## src/rtl/layer_sequencer.sv

```systemverilog
// Layer scheduler: steps CONV -> AVG -> FLUSH for three layers on engine done handshakes,
// owns the ping-pong bank select and a frame cycle counter. Optional watchdog: SEQ_WATCHDOG_EN.
module layer_sequencer #(
    parameter int FLUSH_CYCLES   = 20,
    parameter int CYC_W          = 20,
    parameter int TIMEOUT_CYCLES = 65535
) (
    input  logic             clk,
    input  logic             reset,
    input  logic             start,
    input  logic             conv_done,
    input  logic             pool_done,
    output logic [3:0]       state,
    output logic             busy,
    output logic             frame_done,
    output logic             bank_sel,
    output logic [1:0]       layer_idx,
    output logic [CYC_W-1:0] cycle_count,
    output logic             err
);

    typedef enum logic [3:0] {
        S_IDLE     = 4'd0,
        S_FINISHED = 4'd1,
        S_CONV1    = 4'd2,
        S_AVG1     = 4'd3,
        S_FLUSH1   = 4'd4,
        S_CONV2    = 4'd5,
        S_AVG2     = 4'd6,
        S_FLUSH2   = 4'd7,
        S_CONV3    = 4'd8,
        S_AVG3     = 4'd9,
        S_FLUSH3   = 4'd10
    } state_e;

    localparam int FC_W = (FLUSH_CYCLES > 1) ? $clog2(FLUSH_CYCLES) : 1;
    localparam logic [FC_W-1:0] FLUSH_LOAD = FC_W'(FLUSH_CYCLES - 1);

    if (FLUSH_CYCLES < 1 || TIMEOUT_CYCLES < 1 || CYC_W < 1) begin : g_bad_params
        $error("layer_sequencer: FLUSH_CYCLES, TIMEOUT_CYCLES and CYC_W must be >= 1");
    end

    state_e            state_q, state_d;
    logic [FC_W-1:0]   flush_cnt_q, flush_cnt_d;
    logic              bank_sel_q, bank_sel_d;
    logic [CYC_W-1:0]  cycle_count_q, cycle_count_d;
    logic              busy_q, busy_d;
    logic              frame_done_q, frame_done_d;

`ifdef SEQ_WATCHDOG_EN
    localparam int WD_W = $clog2(TIMEOUT_CYCLES + 1);
    localparam logic [WD_W-1:0] WD_LAST = WD_W'(TIMEOUT_CYCLES - 1);
    logic [WD_W-1:0]   wd_cnt_q, wd_cnt_d;
    logic              err_q, err_d;
`endif

    function automatic logic is_active(input state_e s);
        return !(s == S_IDLE || s == S_FINISHED);
    endfunction

    // The encoding is sequential inside a layer and between layers, so most
    // advances are state+1; only FLUSH3 jumps to FINISHED.
    always_comb begin
        state_d       = state_q;
        flush_cnt_d   = flush_cnt_q;
        bank_sel_d    = bank_sel_q;
        cycle_count_d = cycle_count_q;
`ifdef SEQ_WATCHDOG_EN
        err_d         = err_q;
`endif
        if (is_active(state_q) && cycle_count_q != {CYC_W{1'b1}}) begin
            cycle_count_d = cycle_count_q + 1'b1;
        end

        case (state_q)
            S_IDLE, S_FINISHED: begin
                if (start) begin
                    state_d       = S_CONV1;
                    bank_sel_d    = 1'b0;
                    cycle_count_d = '0;
`ifdef SEQ_WATCHDOG_EN
                    err_d         = 1'b0;
`endif
                end
            end
            S_CONV1, S_CONV2, S_CONV3: begin
                if (conv_done) begin
                    state_d    = state_e'(state_q + 4'd1);
                    bank_sel_d = ~bank_sel_q;
                end
`ifdef SEQ_WATCHDOG_EN
                else if (wd_cnt_q == WD_LAST) begin
                    state_d = S_FINISHED;
                    err_d   = 1'b1;
                end
`endif
            end
            S_AVG1, S_AVG2, S_AVG3: begin
                if (pool_done) begin
                    state_d     = state_e'(state_q + 4'd1);
                    bank_sel_d  = ~bank_sel_q;
                    flush_cnt_d = FLUSH_LOAD;
                end
`ifdef SEQ_WATCHDOG_EN
                else if (wd_cnt_q == WD_LAST) begin
                    state_d = S_FINISHED;
                    err_d   = 1'b1;
                end
`endif
            end
            S_FLUSH1, S_FLUSH2, S_FLUSH3: begin
                if (flush_cnt_q == '0) begin
                    state_d = (state_q == S_FLUSH3) ? S_FINISHED : state_e'(state_q + 4'd1);
                end else begin
                    flush_cnt_d = flush_cnt_q - 1'b1;
                end
            end
            default: state_d = S_IDLE;
        endcase

`ifdef SEQ_WATCHDOG_EN
        // Any state change restarts the watchdog, which covers entry to every CONV/AVG.
        wd_cnt_d = (state_d != state_q) ? '0 : wd_cnt_q + 1'b1;
`endif
        busy_d       = is_active(state_d);
        frame_done_d = (state_d == S_FINISHED) && (state_q != S_FINISHED);
    end

    always_ff @(posedge clk or negedge reset) begin
        if (!reset) begin
            state_q       <= S_IDLE;
            flush_cnt_q   <= '0;
            bank_sel_q    <= 1'b0;
            cycle_count_q <= '0;
            busy_q        <= 1'b0;
            frame_done_q  <= 1'b0;
`ifdef SEQ_WATCHDOG_EN
            wd_cnt_q      <= '0;
            err_q         <= 1'b0;
`endif
        end else begin
            state_q       <= state_d;
            flush_cnt_q   <= flush_cnt_d;
            bank_sel_q    <= bank_sel_d;
            cycle_count_q <= cycle_count_d;
            busy_q        <= busy_d;
            frame_done_q  <= frame_done_d;
`ifdef SEQ_WATCHDOG_EN
            wd_cnt_q      <= wd_cnt_d;
            err_q         <= err_d;
`endif
        end
    end

    always_comb begin
        case (state_q)
            S_CONV1, S_AVG1, S_FLUSH1: layer_idx = 2'd0;
            S_CONV2, S_AVG2, S_FLUSH2: layer_idx = 2'd1;
            S_CONV3, S_AVG3, S_FLUSH3: layer_idx = 2'd2;
            default:                   layer_idx = 2'd3;
        endcase
    end

    assign state       = state_q;
    assign busy        = busy_q;
    assign frame_done  = frame_done_q;
    assign bank_sel    = bank_sel_q;
    assign cycle_count = cycle_count_q;
`ifdef SEQ_WATCHDOG_EN
    assign err         = err_q;
`else
    assign err         = 1'b0;
`endif

endmodule

```

## config.mk

```make
export PLATFORM = sky130hd
export DESIGN_NAME = layer_sequencer
export DESIGN_NICKNAME = d
export VERILOG_FILES = /design/src/rtl/layer_sequencer.sv
export SDC_FILE = /design/constraint.sdc
export NUM_CORES = 1
export LEC_CHECK = 0
export ABC_AREA = 1
export ABC_CLOCK_PERIOD_IN_PS = 2600
export CORE_MARGIN = 2
export CORE_UTILIZATION = 30
export CTS_BUF_LIST = sky130_fd_sc_hd__clkbuf_4
export CTS_CLUSTER_SIZE = 14
export DETAILED_ROUTE_END_ITERATION = 8
export GPL_TIMING_DRIVEN = 0
export RECOVER_POWER = 50
export SLEW_MARGIN = 20
export SYNTH_ARGS = -nofsm -noshare
export SYNTH_HDL_FRONTEND = slang
export SYNTH_SLANG_ARGS = --single-unit
```

## constraint.sdc

```tcl
create_clock -name clk -period 2.6 [get_ports clk]
set_clock_uncertainty 0.2 [all_clocks]
set_input_delay 0.52 -clock clk [delete_from_list [all_inputs] [get_ports clk]]
set_output_delay 0.52 -clock clk [all_outputs]
set_load 0.01 [all_outputs]
```

==> impl_metrics.env <==
export IMPL_run_status="completed"
export IMPL_hold_viol_final=0
export IMPL_fp_dieArea_um2=8380
export IMPL_use_met1_pct=20.3
export IMPL_grtUsageTotal_pct=14.3
export IMPL_first_iter_violations=147
export IMPL_synth_main_ff_cell="dfrtp_1"
export IMPL_yosysMostFrequentCell="nand2_1"
export IMPL_path_cells="clkbuf_1 -> buf_4 -> ha_1 -> o21ai_4 -> inv_1 -> nor2_4 -> buf_6 -> nand2_1 -> a21oi_1"
export IMPL_coreArea_um2=7330
export IMPL_crit_type="reg -> reg"
export IMPL_synth_seq_cells=32
export IMPL_cp_arrival_ns=2.49
export IMPL_fin_tns_setup_ns=0
export IMPL_crit_buf_inv=4
export IMPL_dp_cells=463
export IMPL_drv_slew=0
export IMPL_busiest_layer="met2"
export IMPL_syn_instance_count=330
export IMPL_post_dp_hpwl_um=4230
export IMPL_cts_tree="yes"
export IMPL_rsz0062_at_grt="false"
export IMPL_cpLargestDelayFamily="buffers and inverters"
export IMPL_leakage_uw=0.00135
export IMPL_synthArstFlopShare_pct=100
export IMPL_yosysTopAreaCell="dfrtp_1"
export IMPL_worstHoldStart="flush_cnt_q[4]$_DFFE_PN0P_"
export IMPL_fin_crit_ns=2.43
export IMPL_setup_violations=0
export IMPL_fp_dieW_um=91.5
export IMPL_synth_xor_area_share_pct=3.05
export IMPL_layout_drive_gt1_share_pct=10.9
export IMPL_gr_total_overflow=0
export IMPL_multi_input_area_um2=1300
export IMPL_syn_to_final_growth_pct=25.9
export IMPL_die_height_um=91.5
export IMPL_synth_seq_area_share_pct=34.8
export IMPL_cp_end_kind="flop"
export IMPL_dr_total_vias=2214
export IMPL_vdd_ir_drop_max_mv=0.464
export IMPL_final_cell_area_um2=2890
export IMPL_use_met3_pct=2.74
export IMPL_htreeDepth=2
export IMPL_crit_fanout=10
export IMPL_syn_area_per_cell_um2=6.97
export IMPL_yosys_warnings=0
export IMPL_use_met2_pct=22.0
export IMPL_maxCapViolations=0
export IMPL_clk_transition_reported_paths_ns=0.10
export IMPL_worst_hold_path_type="reg -> reg"
export IMPL_ant_nets=0
export IMPL_synthTopCellsByCount="nand2_1, nor2_1, inv_1"
export IMPL_antenna_found_initial=0
export IMPL_synth_area_top_cells="dfrtp_1, nand2_1, nand3_1"
export IMPL_synth_compound_gate_area_share_pct=10.2
export IMPL_postRouteWirelength_um=5650
export IMPL_r2r_end="cycle_count[2]$_DFF_PN0_"
export IMPL_synthesis_nets=343
export IMPL_cp_slowest_cell="dfrtp_2"
export IMPL_clock_latency_ns=0.34
export IMPL_worst_pin_slew_ns=0.939
export IMPL_cts_buffer_depth=2
export IMPL_period_share_pct=93.6
export IMPL_fmax_ghz=0.411
export IMPL_critPathMaxStageDelay_ns=0.45
export IMPL_clock_root_buffer="clkbuf_4"
export IMPL_r2r_setup_slack_ns=0.17
export IMPL_placed_cell_area_um2=2780
export IMPL_grt_pass1_vias=2078
export IMPL_place_congestion=0.869
export IMPL_cts_sinks=32
export IMPL_whs_path_depth=2
export IMPL_ff_latch_area_um2=803
export IMPL_nFillCells=780
export IMPL_synth_cell_types=34
export IMPL_cts_made_buffers=5
export IMPL_relSlewSlack_pct=37.4
export IMPL_holdPathEnd="flush_cnt_q[4]$_DFFE_PN0P_"
export IMPL_grt_pass1_wl_um=9760
export IMPL_power_density_nw_per_um2=888
export IMPL_synth_top_area_share_pct=34.8
export IMPL_syn_area_um2=2300
export IMPL_io_buffers=33
export IMPL_grt_max_degree=20
export IMPL_pin_count=35
export IMPL_synth_edff_count=0
export IMPL_yosys_area_share_adder_pct=4.35
export IMPL_required_ns=2.66
export IMPL_drt_wirelength_per_cell_um=11.9
export IMPL_synth_mux_area_share_pct=0
export IMPL_routed_via_density=4.65
export IMPL_drt_pre_antenna_iters=4
export IMPL_drc_errors=0
export IMPL_num_rows=31
export IMPL_insertedDiodeCount=0
export IMPL_fin_nets=389
export IMPL_crit_path_start_kind="flop"
export IMPL_fin_cells=476
export IMPL_rr_startpoint="state[0]$_DFF_PN0_"
export IMPL_start_util_pct=31.4
export IMPL_r2r_cells=9
export IMPL_synthSimpleGateAreaFrac_pct=38.6
export IMPL_synth_top_family_by_area="simple AND/OR/NAND/NOR gates"
[worst max path at each step]
stage / depth (start not counted) / startpoint / endpoint
global route: 9 / state[0]$_DFF_PN0_ / cycle_count[2]$_DFF_PN0_
floorplan: 8 / state[1]$_DFF_PN0_ / cycle_count[15]$_DFF_PN0_
finish: 9 / state[0]$_DFF_PN0_ / cycle_count[2]$_DFF_PN0_
global placement: 1 / reset / flush_cnt_q[2]$_DFFE_PN0P_
detailed placement: 8 / state[1]$_DFF_PN0_ / cycle_count[2]$_DFF_PN0_
CTS: 9 / state[0]$_DFF_PN0_ / cycle_count[2]$_DFF_PN0_
[stage by stage]
step / total power [µW] / worst slack, ns / hold WS [ns] / util, %
floorplan: 1670 / 0.579 / 0.0244 / -
global placement: 2140 / 0.0835 / 0.281 / 37.5
detailed placement: 2160 / 0.144 / 0.268 / 37.9
CTS: 2600 / 0.0942 / 0.305 / 39.5
global route: 2810 / 0.0116 / 0.342 / 39.5
finish: 2570 / 0.167 / 0.302 / 39.5
[repair_timing]
action | in CTS | in global routing
pin swaps | 0 | 0
gates resized for setup | 4 | 1
hold buffers | 1 | 0
endpoints found under the hold margin | 13 | 0
setup buffers | 4 | 0
endpoints found under the setup margin | 1 | 5
[report_power, final]
group / internal [µW] / leakage [µW] / switching, µW / total [µW]
combinational: 567 / 0.000887 / 914 / 1480
sequential: 610 / 0.000421 / 91.6 / 702
clock: 212 / 0.0000456 / 176 / 388
[cells in the final DEF (no fill, tap or decap), types with 3 or more instances in the layout]
cell type,Yosys,final
inv_1,37,37
clkdlybuf4s50_1,0,19
nor3_1,4,4
nand3_1,31,32
nand2_2,3,3
nand4_1,7,7
buf_4,3,6
ha_1,8,8
nor2_4,3,3
o21ai_0,11,10
a21oi_2,6,6
dlygate4sd3_1,0,13
dfrtp_1,32,30
nor2_1,41,41
clkbuf_4,0,6
nand2_1,99,99
xor2_1,6,6
a21oi_1,13,13
[worst register-to-register path, stage by stage (launching register included)]
cell,delay (ns)
dfrtp_2,0.45
clkbuf_1,0.13
buf_4,0.16
ha_1,0.27
o21ai_4,0.29
inv_1,0.16
nor2_4,0.27
buf_6,0.19
nand2_1,0.06
a21oi_1,0.18
[logic make-up after synthesis]
| logic type | count (synthesis) |
|---|---|
| compound gates | 37 |
| simple gates | 198 |
| fa+ha+maj | 8 |
| other cells | 1 |
| buf+inv | 46 |
| flops | 32 |
| xor+xnor | 8 |
[layer usage]
layer  vias up  part of all wire [%]
met4         0                  0.78
met5         -                     0
met2        47                    45
li1       1155                     -
met3         5                   3.8
met1      1007                    50
[registers in the layout, summed over array words and instances (netlist names)]
name,flops
state,4
frame_done,1
cycle_count,20
flush_cnt_q,5
bank_sel,1
busy,1
[cell type report]
cell class              instances  area share (%)
inverters                      40            5.19
plain buffers                   6            1.73
well taps                      99            4.28
repair buffers                 39            13.4
flip-flops and latches         32            27.8
clock buffers                   6            1.56
clock inverters                 2            1.21
multi-input cells             252            44.9
No activity file was read; power rests on OpenSTA's default activity.
